==> src/rtl/full_handshake_tx_arbiter_if.sv <==
// Requester and CDC-channel bundle for the shared transmit arbiter.
// master = arbiter side, slave = requesters plus channel side.
interface full_handshake_tx_arbiter_if #(
  parameter int NUM_REQ = 4,
  parameter int DATA_W  = 32,
  parameter int ID_W    = 2
);
  logic [NUM_REQ-1:0]        req_val;
  logic [NUM_REQ*DATA_W-1:0] req_data;
  logic [NUM_REQ-1:0]        req_rdy;
  logic                      ch_req;
  logic [DATA_W-1:0]         ch_data;
  logic                      ch_ack;
  logic                      busy;
  logic                      xfer_done;
  logic [ID_W-1:0]           xfer_id;
  logic                      timeout_err;

  modport master (
    input  req_val, req_data, ch_ack,
    output req_rdy, ch_req, ch_data,
    output busy, xfer_done, xfer_id, timeout_err
  );

  modport slave (
    output req_val, req_data, ch_ack,
    input  req_rdy, ch_req, ch_data,
    input  busy, xfer_done, xfer_id, timeout_err
  );
endinterface

==> src/rtl/full_handshake_tx_arbiter.sv <==
// Round-robin arbiter feeding one 4-phase req/ack CDC transmit channel.
// Define FULL_HANDSHAKE_TX_TIMEOUT_EN to abort a REQ_HI that never sees ack.
module full_handshake_tx_arbiter #(
  parameter int NUM_REQ     = 4,
  parameter int DATA_W      = 32,
  parameter int ID_W        = 2,
  parameter int TIMEOUT_CYC = 64
) (
  input  logic clk_t,
  input  logic rst_n_t,
  full_handshake_tx_arbiter_if.master bus
);

  if (ID_W != $clog2(NUM_REQ) || NUM_REQ < 2 || NUM_REQ > 8 ||
      TIMEOUT_CYC < 2 || TIMEOUT_CYC > 256) begin : g_bad_param
    $error("full_handshake_tx_arbiter: illegal parameters");
  end

  typedef enum logic [1:0] {
    IDLE    = 2'd0,
    REQ_HI  = 2'd1,
    WAIT_LO = 2'd2
  } state_e;

  state_e            state_q, state_d;
  logic [ID_W-1:0]   rr_q, rr_d;
  logic [ID_W-1:0]   id_q, id_d;
  logic              ch_req_q, ch_req_d;
  logic [DATA_W-1:0] data_q, data_d;
  logic              done_q, done_d;
  logic [ID_W-1:0]   win, idx;
  logic              found;
`ifdef FULL_HANDSHAKE_TX_TIMEOUT_EN
  logic [7:0]        cnt_q, cnt_d;
  logic              terr_q, terr_d;
`endif

  // Scan starts one past the last winner so every active requester is served in turn.
  always_comb begin
    found = 1'b0;
    win   = '0;
    idx   = '0;
    for (int k = 1; k <= NUM_REQ; k++) begin
      idx = ID_W'((int'(rr_q) + k) % NUM_REQ);
      if (!found && bus.req_val[idx]) begin
        found = 1'b1;
        win   = idx;
      end
    end
  end

  always_comb begin
    bus.req_rdy = '0;
    if (state_q == IDLE && found)
      bus.req_rdy = NUM_REQ'(1) << win;
  end

  always_comb begin
    state_d  = state_q;
    rr_d     = rr_q;
    id_d     = id_q;
    ch_req_d = ch_req_q;
    data_d   = data_q;
    done_d   = 1'b0;
`ifdef FULL_HANDSHAKE_TX_TIMEOUT_EN
    cnt_d    = cnt_q;
    terr_d   = 1'b0;
`endif
    unique case (state_q)
      IDLE: begin
        if (found) begin
          data_d   = bus.req_data[int'(win)*DATA_W +: DATA_W];
          ch_req_d = 1'b1;
          id_d     = win;
          rr_d     = win;
          state_d  = REQ_HI;
`ifdef FULL_HANDSHAKE_TX_TIMEOUT_EN
          cnt_d    = '0;
`endif
        end
      end
      REQ_HI: begin
`ifdef FULL_HANDSHAKE_TX_TIMEOUT_EN
        cnt_d = cnt_q + 8'd1;
`endif
        if (bus.ch_ack) begin
          ch_req_d = 1'b0;
          state_d  = WAIT_LO;
        end
`ifdef FULL_HANDSHAKE_TX_TIMEOUT_EN
        else if (cnt_q == 8'(TIMEOUT_CYC - 1)) begin
          ch_req_d = 1'b0;
          terr_d   = 1'b1;
          state_d  = WAIT_LO;
        end
`endif
      end
      WAIT_LO: begin
        if (!bus.ch_ack) begin
          done_d  = 1'b1;
          state_d = IDLE;
        end
      end
      default: state_d = IDLE;
    endcase
  end

  always_ff @(posedge clk_t or negedge rst_n_t) begin
    if (!rst_n_t) begin
      state_q  <= IDLE;
      rr_q     <= ID_W'(NUM_REQ - 1);
      id_q     <= '0;
      ch_req_q <= 1'b0;
      data_q   <= '0;
      done_q   <= 1'b0;
`ifdef FULL_HANDSHAKE_TX_TIMEOUT_EN
      cnt_q    <= '0;
      terr_q   <= 1'b0;
`endif
    end else begin
      state_q  <= state_d;
      rr_q     <= rr_d;
      id_q     <= id_d;
      ch_req_q <= ch_req_d;
      data_q   <= data_d;
      done_q   <= done_d;
`ifdef FULL_HANDSHAKE_TX_TIMEOUT_EN
      cnt_q    <= cnt_d;
      terr_q   <= terr_d;
`endif
    end
  end

  assign bus.ch_req    = ch_req_q;
  assign bus.ch_data   = data_q;
  assign bus.busy      = (state_q != IDLE);
  assign bus.xfer_done = done_q;
  assign bus.xfer_id   = id_q;
`ifdef FULL_HANDSHAKE_TX_TIMEOUT_EN
  assign bus.timeout_err = terr_q;
`else
  assign bus.timeout_err = 1'b0;
`endif

endmodule

==> src/flat_wrapper.sv <==
// flat-port wrapper written by rule: the top's interface ports become plain ports
module full_handshake_tx_arbiter_flat 
#(
  parameter int NUM_REQ     = 4,
  parameter int DATA_W      = 32,
  parameter int ID_W        = 2,
  parameter int TIMEOUT_CYC = 64
)
  (clk_t, rst_n_t, bus_req_val, bus_req_data, bus_ch_ack, bus_req_rdy, bus_ch_req, bus_ch_data, bus_busy, bus_xfer_done, bus_xfer_id, bus_timeout_err);
  full_handshake_tx_arbiter_if #(.NUM_REQ(NUM_REQ), .DATA_W(DATA_W), .ID_W(ID_W)) bus_i ();
  input  logic clk_t;
  input  logic rst_n_t;
  input wire logic [$bits(bus_i.req_val)-1:0] bus_req_val;
  input wire logic [$bits(bus_i.req_data)-1:0] bus_req_data;
  input wire logic [$bits(bus_i.ch_ack)-1:0] bus_ch_ack;
  output wire logic [$bits(bus_i.req_rdy)-1:0] bus_req_rdy;
  output wire logic [$bits(bus_i.ch_req)-1:0] bus_ch_req;
  output wire logic [$bits(bus_i.ch_data)-1:0] bus_ch_data;
  output wire logic [$bits(bus_i.busy)-1:0] bus_busy;
  output wire logic [$bits(bus_i.xfer_done)-1:0] bus_xfer_done;
  output wire logic [$bits(bus_i.xfer_id)-1:0] bus_xfer_id;
  output wire logic [$bits(bus_i.timeout_err)-1:0] bus_timeout_err;
  assign bus_i.req_val = bus_req_val;
  assign bus_i.req_data = bus_req_data;
  assign bus_i.ch_ack = bus_ch_ack;
  assign bus_req_rdy = bus_i.req_rdy;
  assign bus_ch_req = bus_i.ch_req;
  assign bus_ch_data = bus_i.ch_data;
  assign bus_busy = bus_i.busy;
  assign bus_xfer_done = bus_i.xfer_done;
  assign bus_xfer_id = bus_i.xfer_id;
  assign bus_timeout_err = bus_i.timeout_err;
  full_handshake_tx_arbiter #(.NUM_REQ(NUM_REQ), .DATA_W(DATA_W), .ID_W(ID_W), .TIMEOUT_CYC(TIMEOUT_CYC)) u_core (.clk_t(clk_t), .rst_n_t(rst_n_t), .bus(bus_i));
endmodule
==> config.mk <==
export PLATFORM = sky130hd
export DESIGN_NAME = full_handshake_tx_arbiter_flat
export DESIGN_NICKNAME = d
export VERILOG_FILES = /design/src/rtl/full_handshake_tx_arbiter_if.sv /design/src/rtl/full_handshake_tx_arbiter.sv /design/src/flat_wrapper.sv
export SDC_FILE = /design/constraint.sdc
export NUM_CORES = 1
export LEC_CHECK = 0
export CAP_MARGIN = 20
export CORE_MARGIN = 2
export CORE_UTILIZATION = 38
export DETAILED_ROUTE_END_ITERATION = 8
export GPL_TIMING_DRIVEN = 0
export PLACE_DENSITY = 0.85
export SETUP_SLACK_MARGIN = 0.5
export SLEW_MARGIN = 20
export SYNTH_ARGS = -nofsm -noshare
export SYNTH_HDL_FRONTEND = slang
export SYNTH_SLANG_ARGS = --single-unit
==> constraint.sdc <==
create_clock -name clk_t -period 2.3 [get_ports clk_t]
set_input_delay 0.46 -clock clk_t [delete_from_list [all_inputs] [get_ports clk_t]]
set_output_delay 0.46 -clock clk_t [all_outputs]
set_load 0.005 [all_outputs]
==> metrics.md <==
| Metric | Value |
|---|---|
| Status | finished with violations |
| Failing checks | setup timing |
| Post-synthesis sequential area ratio | 35.2% |
| Final setup vio count | 3 |
| Clk_lat worst skew | roughly 0.29 ns |
| Starting Density | 39.3% |
| Reg2Reg Launch Point | u_core.rr_q[1] |
| Static Leak | between 2 and 2.5 nW |
| Met3 wire length | 708 µm |
| Post-synth top flop | dfrtp_1 |
| Filler cells | 514 |
| Reg2Reg Depth | 10 |
| Die X | 90.6 µm |
| WP data required | approximately 1.8 ns |
| Slowest CP cell | dfstp_2 |
| Worst Setup End Kind | output port |
| Global-route wire length before repair | 17600 µm |
| CTS Buffer Depth | 2 |
| Mapped Area | roughly 2800 µm² |
| Via count of the first global-routing pass | around 3600 |
| Pre-antenna DRT Iters | 4 |
| Syn Inst Count | roughly 300 |
| CTS tree | built |
| Total Routed Length | roughly 11000 µm |
| CTS buffer count | 5 |
| Post-Route Skew | roughly 0.0091 ns |
| Max-Cap Viols | 0 |
| Hold Fails Final Rpt | 0 |
| CP Max Fanout | 7 |
| Highest metal used | met4 |
| Post-synth EDFFs | 0 |
| Synth top area share | 33.4% |
| Post-route core utilization | between 70 and 80% |
| Synth unique cells | 35 |
| Vias | between 3000 and 4000 |
| Crit share post-route | 102% |
| DR WL met2 | 5570 µm |
| Syn Nets | ~440 |
| # DRC | 0 |
| Global router's overall resource usage | 26.6% |
| IO buf count | about 180 |
| Clock-pin slew on the worst setup and hold paths | around 0.090 ns |
| Diode count | 0 |
| Period minus WS final | approximately 2.4 ns |
| CP Launch Type | flip-flop |
| Area growth from synthesis to layout | 94.3% |
| Num ports | between 150 and 200 |
| Slew Limit Fails | 0 |
| Placed insts | just under 600 |
| Layout cells sized above 1 | between 20% and 30% |
| Initial drt markers | ~120 |
| CTS sink count | 40 |
| # hold bufs at CTS | 0 |
| H-tree depth | 2 |
| Final #Nets | 653 |
| Max Clk Rate | 425 MHz |
| Reg2Reg Setup Slack | 0.19 ns |
| Row cnt | 31 |
| Final HPWL DP | 7570 µm |
| Area leader, netlist | dfrtp_1 |
| Setup ws final | -0.0546 ns |
| Most used cell, CP | buf_6 |
| Kind of critical path | flip-flop to output port |
| Die Area | 8210 µm² |
| Gpl congestion | just under 0.8 |
| CP arrival | 1.89 ns |
| Final cell count without fillers | around 620 |
| Initial antenna violation count | 0 |
| Largest net degree at the start of global routing | 22 |
| Clock Tree Root | clkbuf_8 |
| Routed wire per std cell | between 15 and 20 µm |
| Synth area leaders | dfrtp_1 33%, o211ai_2 12%, mux2i_1 11% |
| Worst Hold Slack | 0.137 ns |
| Worst Hold Class | input port to asynchronous set/reset pin |
| Crit path cell chain | buf_6, mux2i_4, buf_6, a2bb2oi_4, buf_6, nand2_4, nor2_2, buf_2 |
| Max-slew headroom | around 64% |
| RSZ-0062 raised after global routing | yes |
| End of the worst register-to-register path | u_core.bus.ch_data[14] |
| Die Y | 90.6 µm |
| Crit-path max cell delay | between 0.5 and 0.6 ns |
| Congestion Overflow GR | 0 |
| Total power per unit cell area | 1100 nW/µm² |
| Flops & latches, synth | 40 |
| Ys async rst share | 100% |
| Final ANT Viol Nets | 0 |
| DR vias/cell | between 5 and 6 |
| Slew @ Worst Pin | 0.536 ns |
| Yosys Warn Count | 0 |
| Core ar. | approximately 7300 µm² |
| Wl on met1 | 4510 µm |
| Peak VDD IR | about 550 µV |
| Avg Synthesized Cell Area | between 9 and 10 µm² |
cell usage in the layout (no fill, tap or decap), types with 5 or more instances in the layout:
cell | netlist | final
o211ai_2 | 28 | 28
dfrtp_1 | 38 | 36
mux2i_4 | 1 | 13
nand3_1 | 32 | 32
clkbuf_8 | 0 | 7
nand2_1 | 39 | 36
clkdlybuf4s50_1 | 0 | 165
clkbuf_1 | 8 | 5
buf_2 | 13 | 12
o21ai_0 | 29 | 29
buf_4 | 2 | 23
mux2i_1 | 32 | 10
buf_6 | 5 | 14
buf_12 | 0 | 5
a21o_1 | 33 | 33
mux2i_2 | 0 | 10
worst max-delay path by stage:
stage / start / to / slack, ns / cells after the start
after floorplan: u_core.rr_q[1] / bus_req_rdy[0] / 0.39 / 7
after global placement: bus_req_val[1] / bus_req_rdy[2] / -0.79 / 7
after detailed placement: bus_req_val[0] / bus_req_rdy[0] / -0.79 / 9
after CTS: u_core.rr_q[1] / bus_req_rdy[2] / -0.05 / 8
after global routing: u_core.rr_q[1] / bus_req_rdy[2] / -0.13 / 8
final: u_core.rr_q[1] / bus_req_rdy[2] / -0.05 / 8
flip-flops by register name, summed over array words and instances, names as in the netlist:
signal	cells
u_core.rr_q	2
u_core.state_q	2
u_core.bus.xfer_id	2
u_core.bus.xfer_done	1
u_core.bus.ch_data	32
u_core.bus.ch_req	1
through the flow:
stage	power [W]	cell area, µm²	worst slack, ns	TNS, ns
after global placement	0.00441	4770	-0.792	-19.89
after floorplan	0.00314	2890	0.394	0
final	0.00607	5540	-0.0546	-0.120
after detailed placement	0.00451	4790	-0.789	-7.26
after global routing	0.00643	5540	-0.126	-0.336
after CTS	0.00589	5440	-0.0455	-0.0895
metal layers:
layer	vias up	track usage, %
met5	-	0
met4	0	10.9
met3	28	5.01
met2	151	46.1
met1	1590	32.4
li1	1532	-
where the power goes:
group,total (W),internal [W],switching (W)
logic,0.00421,0.00236,0.00185
clock network,0.000581,0.000323,0.000259
registers,0.00128,0.00107,0.000206
total,0.00607,0.00375,0.00231
cells by family (layout without fill, tap and decap cells):
logic type	after synthesis	count (layout)	share of synthesized area, %
other	1	1	0.132
DFF	40	40	35.2
xor gates and xnor gates	1	1	0.307
and+or+nand+nor	87	87	14.2
AOI/OAI and AO/OA	107	107	31.1
muxes	35	35	12.8
buffers and inverters	31	248	6.24
timing repair:
action | CTS | global route
pin swaps | 10 | 2
endpoints found under the setup margin | 41 | 39
setup buffers | 27 | 3
hold endpoints to repair | 0 | 0
cloned | 3 | 0
resized for setup | 95 | 17
synth_stat cells (2+ instances only):
cell,n
dfstp_2,2
a21oi_1,2
buf_4,2
inv_1,3
mux2i_1,32
o211ai_1,4
dfrtp_1,38
clkbuf_1,8
mux2_2,2
nand3_1,32
o211ai_2,28
o21ai_0,29
a21o_1,33
nand2_1,39
buf_2,13
o21ai_1,4
nor2_1,9
buf_6,5
final cells by class:
class / count / area [µm²] / area share (%)
clock inverters: 2 / 35.0 / 0.633
multi-input cells: 231 / 1930 / 34.9
repair buffers: 209 / 2100 / 37.9
flip-flops and latches: 40 / 1010 / 18.2
inverters: 3 / 11.3 / 0.203
well taps: 99 / 124 / 2.24
plain buffers: 28 / 254 / 4.59
clock buffers: 6 / 72.6 / 1.31
critical path: cells and delay by family, from the launching register on:
| kind | cells | cell delay [ns] |
|---|---|---|
| AOI/OAI and AO/OA | 1 | 0.16 |
| buffers and inverters | 4 | 0.50 |
| DFF | 1 | 0.53 |
| muxes | 1 | 0.28 |
| and+or+nand+nor | 2 | 0.14 |
Power figures use the tool's default switching activity.
